--- src/rtl/sm4_encryptor_pkg.sv ---
// Shared types and helpers for the SM4 stream adapter: block geometry,
// beat-count derivation and the packer/serialiser state encodings.
package sm4_encryptor_pkg;

    localparam int group_size_lp  = 128;
    localparam int iv_idx_base_lp = 4;

    function automatic int beats_f(input int data_width);
        return group_size_lp / data_width;
    endfunction

    // A single-beat block would still need a 1-bit counter to stay legal.
    function automatic int cnt_width_f(input int beats);
        return (beats > 1) ? $clog2(beats) : 1;
    endfunction

    typedef enum logic {
        eFill,
        eIssue
    } in_state_e;

    typedef enum logic {
        eEmpty,
        eDrain
    } out_state_e;

endpackage

--- src/rtl/sm4_block_serializer.sv ---
// Holds one captured 128-bit result and emits it MSB-first as data_width_p beats
// under a valid/yumi handshake.
module sm4_block_serializer
    import sm4_encryptor_pkg::*;
#(
    parameter int data_width_p = 32
) (
    input  logic                    clk_i,
    input  logic                    reset_n_i,
    input  logic                    load_i,
    input  logic [127:0]            block_i,
    input  logic                    out_yumi_i,
    output logic                    empty_o,
    output logic [data_width_p-1:0] out_o,
    output logic                    out_v_o
);

    localparam int beats_lp = beats_f(data_width_p);
    localparam int cnt_w_lp = cnt_width_f(beats_lp);
    localparam logic [cnt_w_lp-1:0] last_cnt_lp = cnt_w_lp'(beats_lp - 1);

    out_state_e            state_q, state_d;
    logic [127:0]          buf_q, buf_d;
    logic [cnt_w_lp-1:0]   cnt_q, cnt_d;

    always_comb begin
        state_d = state_q;
        buf_d   = buf_q;
        cnt_d   = cnt_q;
        case (state_q)
            eEmpty: begin
                if (load_i) begin
                    buf_d   = block_i;
                    cnt_d   = '0;
                    state_d = eDrain;
                end
            end
            eDrain: begin
                if (out_yumi_i) begin
                    buf_d = buf_q << data_width_p;
                    if (cnt_q == last_cnt_lp) begin
                        cnt_d   = '0;
                        state_d = eEmpty;
                    end else begin
                        cnt_d = cnt_q + 1'b1;
                    end
                end
            end
            default: state_d = eEmpty;
        endcase
    end

    always_ff @(posedge clk_i or negedge reset_n_i) begin
        if (!reset_n_i) begin
            state_q <= eEmpty;
            buf_q   <= '0;
            cnt_q   <= '0;
        end else begin
            state_q <= state_d;
            buf_q   <= buf_d;
            cnt_q   <= cnt_d;
        end
    end

    // Empty is registered, so a buffer freed by the final yumi reloads next cycle.
    assign empty_o = (state_q == eEmpty);
    assign out_v_o = (state_q == eDrain);
    assign out_o   = buf_q[127 -: data_width_p];

endmodule

--- src/rtl/sm4_stream_adapter.sv ---
// Word-serial front/back end for the SM4 block core: packs beats into blocks,
// issues them with a latched key, and serialises results. Define
// SM4_ADAPTER_CBC_EN to add CBC chaining with an IV register.
module sm4_stream_adapter
    import sm4_encryptor_pkg::*;
#(
    parameter int data_width_p = 32
) (
    input  logic                    clk_i,
    input  logic                    reset_n_i,
    input  logic [data_width_p-1:0] data_i,
    input  logic                    decode_i,
    input  logic                    data_v_i,
    output logic                    data_ready_o,
    input  logic [31:0]             key_word_i,
    input  logic [2:0]              key_idx_i,
    input  logic                    key_we_i,
    output logic                    key_ready_o,
    output logic [127:0]            core_content_o,
    output logic [127:0]            core_key_o,
    output logic                    core_decode_o,
    output logic                    core_v_o,
    input  logic                    core_ready_i,
    input  logic [127:0]            core_crypt_i,
    input  logic                    core_v_i,
    output logic                    core_yumi_o,
    output logic [data_width_p-1:0] out_o,
    output logic                    out_v_o,
    input  logic                    out_yumi_i
);

    localparam int beats_lp = beats_f(data_width_p);
    localparam int cnt_w_lp = cnt_width_f(beats_lp);
    localparam logic [cnt_w_lp-1:0] last_beat_lp = cnt_w_lp'(beats_lp - 1);

    in_state_e           in_q, in_d;
    logic [cnt_w_lp-1:0] beat_q, beat_d;
    logic [127:0]        blk_q, blk_d;
    logic [127:0]        key_q, key_d;
    logic                dec_q, dec_d;
    logic                inflight_q, inflight_d;

    logic                accept, issue, capture, ser_empty, key_wr;
    logic [127:0]        ser_block;

    assign data_ready_o = (in_q == eFill);
    assign core_v_o     = (in_q == eIssue);
    assign accept       = data_v_i & data_ready_o;
    assign issue        = core_v_o & core_ready_i;
    assign capture      = core_v_i & ser_empty;
    assign core_yumi_o  = capture;
    assign key_ready_o  = (in_q == eFill) & ~inflight_q & ser_empty;
    assign key_wr       = key_we_i & key_ready_o;
    assign core_key_o   = key_q;
    assign core_decode_o = dec_q;

    // Packer: shift beats in MSB-first, direction taken from the first beat.
    always_comb begin
        in_d   = in_q;
        beat_d = beat_q;
        blk_d  = blk_q;
        dec_d  = dec_q;
        case (in_q)
            eFill: begin
                if (accept) begin
                    blk_d = {blk_q[127-data_width_p:0], data_i};
                    if (beat_q == '0) dec_d = decode_i;
                    if (beat_q == last_beat_lp) begin
                        beat_d = '0;
                        in_d   = eIssue;
                    end else begin
                        beat_d = beat_q + 1'b1;
                    end
                end
            end
            eIssue: begin
                if (issue) in_d = eFill;
            end
            default: in_d = eFill;
        endcase
    end

    always_comb begin
        inflight_d = inflight_q;
        if (issue)   inflight_d = 1'b1;
        if (capture) inflight_d = 1'b0;
    end

    always_comb begin
        key_d = key_q;
        if (key_wr && (key_idx_i < 3'(iv_idx_base_lp)))
            key_d[32*(3 - int'(key_idx_i[1:0])) +: 32] = key_word_i;
    end

`ifdef SM4_ADAPTER_CBC_EN
    logic [127:0] iv_q, iv_d;
    logic [127:0] chain_q, chain_d;
    logic [127:0] mask_q, mask_d;
    logic         fl_dec_q, fl_dec_d;

    // Decrypt must xor its result with the chain value from before its own issue,
    // so that value is parked in mask_q while chain_q moves on to the ciphertext.
    always_comb begin
        iv_d     = iv_q;
        chain_d  = chain_q;
        mask_d   = mask_q;
        fl_dec_d = fl_dec_q;
        if (key_wr && (key_idx_i >= 3'(iv_idx_base_lp))) begin
            iv_d[32*(7 - int'(key_idx_i)) +: 32] = key_word_i;
            chain_d = iv_d;
        end
        if (capture && !fl_dec_q) chain_d = core_crypt_i;
        if (issue) begin
            fl_dec_d = dec_q;
            mask_d   = dec_q ? chain_q : '0;
            if (dec_q) chain_d = blk_q;
        end
    end

    always_ff @(posedge clk_i or negedge reset_n_i) begin
        if (!reset_n_i) begin
            iv_q     <= '0;
            chain_q  <= '0;
            mask_q   <= '0;
            fl_dec_q <= 1'b0;
        end else begin
            iv_q     <= iv_d;
            chain_q  <= chain_d;
            mask_q   <= mask_d;
            fl_dec_q <= fl_dec_d;
        end
    end

    assign core_content_o = dec_q ? blk_q : (blk_q ^ chain_q);
    assign ser_block      = core_crypt_i ^ mask_q;
`else
    assign core_content_o = blk_q;
    assign ser_block      = core_crypt_i;
`endif

    always_ff @(posedge clk_i or negedge reset_n_i) begin
        if (!reset_n_i) begin
            in_q       <= eFill;
            beat_q     <= '0;
            blk_q      <= '0;
            key_q      <= '0;
            dec_q      <= 1'b0;
            inflight_q <= 1'b0;
        end else begin
            in_q       <= in_d;
            beat_q     <= beat_d;
            blk_q      <= blk_d;
            key_q      <= key_d;
            dec_q      <= dec_d;
            inflight_q <= inflight_d;
        end
    end

    sm4_block_serializer #(
        .data_width_p(data_width_p)
    ) u_ser (
        .clk_i     (clk_i),
        .reset_n_i (reset_n_i),
        .load_i    (capture),
        .block_i   (ser_block),
        .out_yumi_i(out_yumi_i),
        .empty_o   (ser_empty),
        .out_o     (out_o),
        .out_v_o   (out_v_o)
    );

endmodule

--- config.mk ---
export PLATFORM = sky130hd
export DESIGN_NAME = sm4_stream_adapter
export DESIGN_NICKNAME = d
export VERILOG_FILES = /design/src/rtl/sm4_encryptor_pkg.sv /design/src/rtl/sm4_block_serializer.sv /design/src/rtl/sm4_stream_adapter.sv
export SDC_FILE = /design/constraint.sdc
export NUM_CORES = 1
export LEC_CHECK = 0
export ABC_AREA = 1
export CAP_MARGIN = 20
export CORE_MARGIN = 1
export CORE_UTILIZATION = 48
export CTS_BUF_LIST = sky130_fd_sc_hd__clkbuf_8 sky130_fd_sc_hd__clkbuf_16
export DETAILED_ROUTE_END_ITERATION = 10
export PLACE_DENSITY = 0.81
export SETUP_SLACK_MARGIN = 0.3
export SLEW_MARGIN = 20
export SYNTH_ARGS = -nofsm -noshare
export SYNTH_HDL_FRONTEND = slang
export SYNTH_SLANG_ARGS = --single-unit
--- constraint.sdc ---
create_clock -name clk_i -period 1.6 [get_ports clk_i]
set_input_delay 0.24 -clock clk_i [delete_from_list [all_inputs] [get_ports clk_i]]
set_output_delay 0.24 -clock clk_i [all_outputs]
set_load 0.01 [all_outputs]
# Word-level counts from Yosys, hierarchy flattened
# Index checks and enable logic that the tools add are counted.
[classes] n_addsub=4 order_cmp=1 n_eq_ne=4 shift=2 n_mux=19 bitwise_logic=9 reduce_logical=6
[ops] operator="2-to-1 mux 128 bit" n=2
[ops] operator="one-hot mux 128 bit (2 select lines)" n=1
[ops] operator="bitwise mux 128 bit" n=1
[ops] operator="variable shift 32 x 33 -> 128 bit (first input constant)" n=1
[ops] operator="indexed part select 32 x 33 -> 128 bit" n=1
[ops] operator="negation 8 -> 33 bit" n=1
[ops] operator="2-to-1 mux 1 bit" n=8
[ops] operator="2-to-1 mux 2 bit" n=4
[ops] operator="bitwise AND 1 bit" n=6
[ops] operator="adder 2 x 1 -> 2 bit (second input constant)" n=2
[ops] operator="equality test 2 bit (second input constant)" n=2
[ops] operator="!= test 2 bit (second input constant)" n=2
[ops] operator="one-hot mux 1 bit (2 select lines)" n=2
[ops] operator="one-hot mux 2 bit (2 select lines)" n=1
[ops] operator="AND reduction 2 bit" n=2
[ops] operator="< comparator 3 bit (second input constant)" n=1
[ops] operator="NOT 1 bit" n=3
[ops] operator="AND reduction 3 bit" n=1
[ops] operator="subtractor 2 x 2 -> 3 bit (first input constant)" n=1
[ops] operator="logical NOT 2 bit" n=1
[ops] operator="nonzero test 2 bit" n=1
[ops] operator="logical AND 1 bit" n=1
[totals] register_bits=392 input_bits=203

# Longest topological paths before layout
# Gate-level depths: netlist of run 1.
[logic_depth] word_depth=5 depth_mapped=9

# Hierarchy
# A second synthesis of run 1 with hierarchy kept.
[hier_totals] cells_unflattened=2227 area_unflattened_um2=17610.6
[modules_own_cells] mod="sm4_stream_adapter" instances=1 cells_each=1315 area_per_inst_um2=10975.5 seq_area_each_um2=6531.3
[modules_own_cells] mod="sm4_block_serializer" instances=1 cells_each=912 area_per_inst_um2=6635.1 seq_area_each_um2=3278.1

# Worst setup path before layout of run 1
# No wires, ideal clock.
[synth_path] path_kind="input to register" from="input port key_idx_i[0]" to="register key_q[66], in the netlist core_key_o[66]" setup_ns=0.117 arrival_time_ns=1.557 path_slack_ns=-0.074 path_stages=8 cell_sequence="inv_1 -> buf_1 -> ha_1 -> nand3_1 -> clkbuf_1 -> nor3_1 -> nand2_1 -> nand2_1"
[synth_via] elab_chain_cells=4 word_cells_on_any_way=7
[synth_rtl] element="from (decl)" line_no="sm4_stream_adapter.sv:16" rtl="input logic [2:0] key_idx_i,"
[synth_rtl] element="subtractor 2 x 2 -> 3 bit" line_no="sm4_stream_adapter.sv:92" rtl="key_d[32*(3 - int'(key_idx_i[1:0])) +: 32] = key_word_i;"
[synth_rtl] element="negation 8 -> 33 bit" line_no="sm4_stream_adapter.sv:92"
[synth_rtl] element="indexed part select 32 x 33 -> 128 bit or variable shift 32 x 33 -> 128 bit (tied branches)" line_no="sm4_stream_adapter.sv:92"
[synth_rtl] element="bitwise mux 128 bit" line_no="sm4_stream_adapter.sv:92"
[synth_rtl] element="to (signal assigned)" line_no="sm4_stream_adapter.sv:153" rtl="key_q <= key_d;"
[synth_rtl] element="to (decl)" line_no="sm4_stream_adapter.sv:39" rtl="logic [127:0] key_q, key_d;"
# Several ways; a longest one is shown, not always the timed one.
# A chain may end at the register's enable or synchronous reset.

# Worst setup path in the final report of run 1
[layout_path] from="register u_ser.state_q, in the netlist u_ser.out_v_o" to="register u_ser.buf_q[73]"
[layout_via] elab_chain_cells=4 word_cells_on_any_way=6
[layout_rtl] element="from (decl)" line_no="sm4_block_serializer.sv:22" rtl="out_state_e state_q, state_d;"
[layout_rtl] element="from (signal assigned)" line_no="sm4_block_serializer.sv:55" rtl="state_q <= eEmpty;"
[layout_rtl] element="from (signal assigned)" line_no="sm4_block_serializer.sv:59" rtl="state_q <= state_d;"
[layout_rtl] element="NOT 1 bit"
[layout_rtl] element="bitwise AND 1 bit" line_no="sm4_stream_adapter.sv:50" rtl="assign capture = core_v_i & ser_empty;"
[layout_rtl] element="!= test 2 bit (no line)"
[layout_rtl] element="AND reduction 2 bit (no line)"
[layout_rtl] element="to (signal assigned)" line_no="sm4_block_serializer.sv:60" rtl="buf_q <= buf_d;"
[layout_rtl] element="to (decl)" line_no="sm4_block_serializer.sv:23" rtl="logic [127:0] buf_q, buf_d;"
# Several ways; a longest one is shown, not always the timed one.

==> results of run 1 <==
logic make-up (layout without fill, tap and decap cells):
kind of cell | count (synthesis) | after routing
DFF | 392 | 392
and+or+nand+nor | 1154 | 1161
adders and majority gates | 8 | 8
other | 0 | 8
buffers and inverters | 266 | 975
AOI/OAI and AO/OA | 230 | 230
final cells by class:
type	instances	area, µm²
diodes	8	20.02
flip-flops and latches	392	9821
clock buffers	53	1214
well taps	461	576.8
repair buffers	787	8274
multi-input cells	1399	7645
fillers	1936	7403
clock inverters	21	162.7
inverters	114	452.9
worst paths after layout:
path / end / slack [ns] / depth (start not counted)
max: u_ser.buf_q[73] / -0.20 / 7
max in group asynchronous: u_ser.out_v_o / 0.63 / 3
min: u_ser.buf_q[0] / 0.22 / 2
max reg2reg: u_ser.buf_q[73] / -0.20 / 7
min reg2reg: core_key_o[106] / 0.47 / 2
min in group clk_i: core_content_o[10] / 0.24 / 3
metal layers:
metal / track usage (%) / wire [µm]
met2: 53.11 / 35810
met1: 38.41 / 25570
met4: 13.84 / 5013
met3: 8.551 / 8407
met5: 0 / 0
flip-flops by register name, indices dropped and copies added (netlist names):
register and flops:
u_ser.cnt_q 2, u_ser.buf_q 128, core_key_o 128, u_ser.out_v_o 1, core_v_o 1, core_decode_o 1
inflight_q 1, beat_q 2, core_content_o 128
stage by stage:
step	instance area, µm²	setup TNS (ns)
after floorplan	17500	0
after global placement	23060	-16.39
after detailed placement	23060	-25.44
after CTS	25160	-11.06
after global routing	28160	-25.68
final	28170	-14.38
Yosys cell counts, types with 5 or more instances:
cell type	n
clkbuf_1	38
nand3_1	24
ha_1	8
a21oi_2	26
inv_1	110
buf_1	5
nor2_1	160
o21ai_0	91
buf_6	19
nor3_1	33
nand2_1	889
or2_2	33
o211ai_2	29
o21ai_1	39
a21oi_1	39
buf_2	49
buf_4	37
dfrtp_1	392
timing repair:
item | in CTS | in global routing
cloned | 7 | 55
pin swaps | 10 | 106
endpoints found under the hold margin | 59 | 0
hold buffers | 1 | 0
endpoints found under the setup margin | 665 | 681
resized for setup | 1032 | 637
setup buffers | 102 | 49
report_power, final:
group,total [µW],switching [µW],internal [µW]
Combinational,22100,11700,10400
Sequential,15500,2500,13000
Clock,9800,4130,5680
Total,47300,18300,29100
==> metrics, run 1 <==
Syn Inst Count 2050; FF+latch count, synth 392; die span in x 192.1 µm; post-synthesis xor/xnor area fraction 0%; largest net degree at the start of global routing 82; Syn Nets 2261; status finished, violations left; final net count 2947; P per Cell Area 1681 nW/µm²; die area 36920 µm²; final worst slack -0.1978 ns; Root Buffer clkbuf_16; Crit Path Max Fanout 7; Residual DRC 0; # placed instances 2939; CP Launch Type flip-flop; Synth Area in Compound Gates 8.523%; DR WL/cell 23.12 µm; adder-cell share of the synthesized area 0.5768%; Finished Core Util 79.19%; CTS sink cnt 392; routed vias/inst 5.630; clock slew at reported path FFs 0.06 ns; cell at the slowest stage of the critical path dfrtp_4; Clock Latency Late Sink 0.54 ns; RSZ-0062 raised after global routing true; Buf/Inv on CP 4; Post-Synth Simple-Gate Area 26.38%; final slew viol count 0; worst setup path startpoint u_ser.out_v_o; share of cells above drive strength 1 35.25%; EDFF count, synth 0; Seq/Total Area, Yosys 56.53%; period utilization 112.4%; total gr overflow 0; Starting DRT DRC Count 1748; vias in the first global route 16.27k; commonest non-fill, non-tap cell in the layout nand2_1; dominant cell type by area after synthesis dfrtp_1; Hold WS 0.2171 ns; reg-to-reg startpoint u_ser.out_v_o; Worst Max-Slew Pin Slew 0.4691 ns; Avg Inst Size Synth 8.465 µm²; MaxCap Viol Count 0; I/O pins 497; Max IR drop VDD 1313 µV; synth top area cells dfrtp_1 57%, nand2_1 19%, nor2_1 3.5%; H-tree level count 2; main combinational cell family by area after synthesis simple AND/OR/NAND/NOR gates; Final Power 47350 µW; Detail Route Antenna Nets 0; Largest delay share family, worst path buffers and inverters; GRT Total Usage 31.76%; CTS max path bufs 3; Synth top area share 56.53%; via count 18.21k; final non-filler cell total 3235; CP cell instances buf_4 > buf_12 > clkbuf_16 > buf_8 > or2_4 > o211ai_2 > o21ai_1; clk_skew 0.01029 ns; iteration count of the initial detailed-routing pass 8; final WL 74.81 mm; antenna violations before repair 6; FMAX 556.2 MHz; GPL Wtd Cong 0.9718; core area 35570 µm²; Post-Syn Area 17350 µm²; first-pass GRT wire length 89.93 mm; hpwl dp 39.81 mm; crit end category flip-flop; CP max stage delay 0.50 ns; Slew HR 68.73%; min cycle time layout 1.798 ns; area delta synth->final 62.31%; # setup viols final 181; Hold Crit Class primary input to asynchronous set/reset pin; Netlist cell types 32; final hold violations 0; Worst EP arrival 2.20 ns; row cnt 69; Synth warnings 0; number of CTS-inserted buffers 42; ys flop type dfrtp_1; failing checks negative setup slack; Initial Util 48.79%; WS Path Type flip-flop to flip-flop; asr flop ratio synth 100.0%; leak pwr 0.01447 µW; mux contribution to synthesized area 0%; Port-buffer cells 496; Worst EP required 2.00 ns; most frequent cells in the layout 762 x nand2_1, 385 x dfrtp_1, 201 x clkdlybuf4s50_1; CTS tree done; dpl ws -0.2716 ns; Die Span Y 192.1 µm
No activity file was read; power rests on OpenSTA's default activity.
==> run 2: changes to the inputs <==
--- a/config.mk
+++ b/config.mk
@@ -7,11 +7,12 @@
 export LEC_CHECK = 0
 export ABC_AREA = 1
 export CAP_MARGIN = 20
-export CORE_MARGIN = 1
-export CORE_UTILIZATION = 48
+export CORE_AREA = 2 2 192 194
 export CTS_BUF_LIST = sky130_fd_sc_hd__clkbuf_8 sky130_fd_sc_hd__clkbuf_16
 export DETAILED_ROUTE_END_ITERATION = 10
-export PLACE_DENSITY = 0.81
+export DIE_AREA = 0 0 194 196
+export DONT_BUFFER_PORTS = 1
+export MAX_ROUTING_LAYER = met4
 export SETUP_SLACK_MARGIN = 0.3
 export SLEW_MARGIN = 20
 export SYNTH_ARGS = -nofsm -noshare
==> run 2 against run 1 <==
Compared with the run above: the run ends with negative hold slack, negative setup slack left; core utilization shrank 19 points; global-route usage shrank 4.9 points; register-to-register slack better by 0.03 ns; die area rose by 3.0%; highest routed layer unchanged.
==> metrics, run 2 (same netlist as run 1, synthesis figures left out) <==
# setup viols final 143 (-21%); final WL 52.02 mm (-30%); final worst slack -0.1702 ns (+0.02764 ns); largest net degree at the start of global routing 393 (+380%); CTS sink cnt 392 (unchanged); combinational share of power 26.3% (-20 points); Crit Path Max Fanout 8 (+1); clk_skew 0.01457 ns (+0.004281 ns); CTS tree done; most frequent cells in the layout 808 x nand2_1, 390 x dfrtp_1, 196 x dlygate4sd3_1; routed vias/inst 5.195 (-7.7%); I/O pins 497 (unchanged); hpwl dp 31.61 mm (-21%); clock slew at reported path FFs 0.06 ns (about the same); Detail Route Antenna Nets 0 (unchanged); Initial Util 48.09% (-0.70 points); CP max stage delay 0.51 ns (about the same); reg-to-reg slack, setup -0.17 ns (+0.03 ns); final non-filler cell total 2705 (-16%); RSZ-0062 raised after global routing true; share of cells above drive strength 1 14.85% (-20 points); final slew viol count 0 (unchanged); crit end category flip-flop; number of CTS-inserted buffers 42 (unchanged); Seq. cell area 9814 µm² (about the same); cell at the slowest stage of the critical path dfrtp_4; total gr overflow 0 (unchanged); FMAX 564.9 MHz (+1.6%); Buf/Inv on CP 4 (unchanged); final net count 2415 (-18%); setup TNS -14.85 ns (-0.4674 ns); via count 14.05k (-23%); failing checks negative hold slack, negative setup slack; Worst Max-Slew Pin Slew 1.163 ns (+0.6939 ns); Residual DRC 0 (unchanged); Worst EP required 2.09 ns (+0.09 ns); MaxCap Viol Count 0 (unchanged); Placed Area 17630 µm² (-24%); die span in x 194 µm (+0.97%); DR WL/cell 19.23 µm (-17%); Slew HR 22.47% (-46 points); Port-buffer cells 0 (-100%); die area 38020 µm² (+3.0%); Worst EP arrival 2.26 ns (+0.06 ns); status finished, violations left; Int Pwr 22530 µW (-22%); part of the power in the clock network 27.3% (+6.6 points); H-tree level count 2 (unchanged); Sw Share 36.51% (-2.1 points); CP cell instances buf_12 > buf_12 > nor2_8 > nand3_4 > nor2_4 > buf_12 > clkbuf_16 > nand2_1 > nand2_1; commonest non-fill, non-tap cell in the layout nand2_1; # placed instances 2404 (-18%); P per Cell Area 1626 nW/µm² (-3.3%); Max IR drop VDD 1400 µV (+6.6%); most frequent CP cell buf_12; Hold Crit Class primary input to asynchronous set/reset pin; CP Launch Type flip-flop; antenna violations before repair 2 (-4); GPL Wtd Cong 0.8812 (-9.3%); period utilization 110.6% (-1.7 points); GRT Total Usage 26.83% (-4.9 points); iteration count of the initial detailed-routing pass 5 (-3); FILL cells 3057 (+58%); vias in the first global route 13.95k (-14%); sequential power share 46.4% (+14 points); row cnt 70 (+1.4%); Die Span Y 196 µm (+2.0%); final hold violations 392 (+392); Hold WS -0.6191 ns (-0.8362 ns); Starting DRT DRC Count 1094 (-37%); Largest delay share family, worst path buffers and inverters; WS Path Type flip-flop to flip-flop; Root Buffer clkbuf_16; leak pwr 0.01130 µW (-22%); Multi-input gate area 6569 µm² (-14%); Finished Core Util 60.49% (-19 points); area delta synth->final 25.78%; sw power 12950 µW (-29%); core area 36080 µm² (+1.4%); first-pass GRT wire length 78.92 mm (-12%); Clock Latency Late Sink 0.56 ns (+0.02 ns); min cycle time layout 1.770 ns (-0.02764 ns); CTS max path bufs 3 (unchanged); finished layout cell area 21830 µm² (-23%)
==> run 2: through the flow <==
stage | total power (µW) | setup WS, ns
after floorplan | 22790 | 0.2610
after global placement | 24330 | 0.06797
after detailed placement | 24620 | 0.01576
after CTS | 35270 | -0.2179
after global routing | 37690 | -0.2232
final | 35480 | -0.1702
==> run 2: path summary, 6_finish.rpt <==
| check | start | end | depth (start not counted) |
|---|---|---|---|
| setup / recovery | u_ser.out_v_o | core_key_o[18] | 9 |
| hold / removal | reset_n_i | u_ser.buf_q[111] | 0 |
| setup reg to reg | u_ser.out_v_o | core_key_o[18] | 9 |
| hold reg to reg | u_ser.cnt_q[1] | u_ser.cnt_q[1] | 2 |
| max in group asynchronous | reset_n_i | u_ser.buf_q[105] | 0 |
| min in group clk_i | core_v_i | inflight_q | 4 |
==> run 2: power groups by stage <==
| stage | registers [µW] | clock network, µW | logic (µW) |
|---|---|---|---|
| after global placement | 16600 | 0 | 7750 |
| final | 16500 | 9690 | 9330 |
| after floorplan | 15400 | 0 | 7410 |
| after global routing | 16800 | 10300 | 10600 |
| after CTS | 16500 | 9880 | 8920 |
| after detailed placement | 16600 | 0 | 7990 |
==> run 2: layer usage <==
| layer | vias up | track usage, % | share of wire (%) |
|---|---|---|---|
| met5 | - | - | 0 |
| met4 | 0 | 9.119 | 3.5 |
| met3 | 123 | 8.234 | 9.5 |
| met2 | 628 | 41.54 | 47 |
| met1 | 6649 | 33.66 | 40 |
| li1 | 6653 | - | - |
==> run 2: area by class of cell <==
class	count	share of cell area, %
clock buffers	58	5.979
inverters	114	2.012
clock inverters	17	0.3898
diodes	2	0.02293
multi-input cells	1394	30.10
well taps	468	2.683
repair buffers	260	13.85
flip-flops and latches	392	44.97
==> run 2: what timing repair did <==
action / 4_1_cts / 5_1_grt
endpoints found under the hold margin: 686 / 393
pin swaps: 3 / 33
gates cloned: 2 / 11
buffers inserted: 6 / 9
hold buffers: 195 / 1
setup endpoints to repair: 373 / 387
gates resized for setup: 19 / 126
==> run 3: changes to the inputs <==
--- a/config.mk
+++ b/config.mk
@@ -9,6 +9,7 @@
 export CAP_MARGIN = 20
 export CORE_AREA = 2 2 192 194
 export CTS_BUF_LIST = sky130_fd_sc_hd__clkbuf_8 sky130_fd_sc_hd__clkbuf_16
+export CTS_CLUSTER_SIZE = 14
 export DETAILED_ROUTE_END_ITERATION = 10
 export DIE_AREA = 0 0 194 196
 export DONT_BUFFER_PORTS = 1
==> results of run 3 <==
The final DEF is identical to that of run 2; final timing and power are the same.
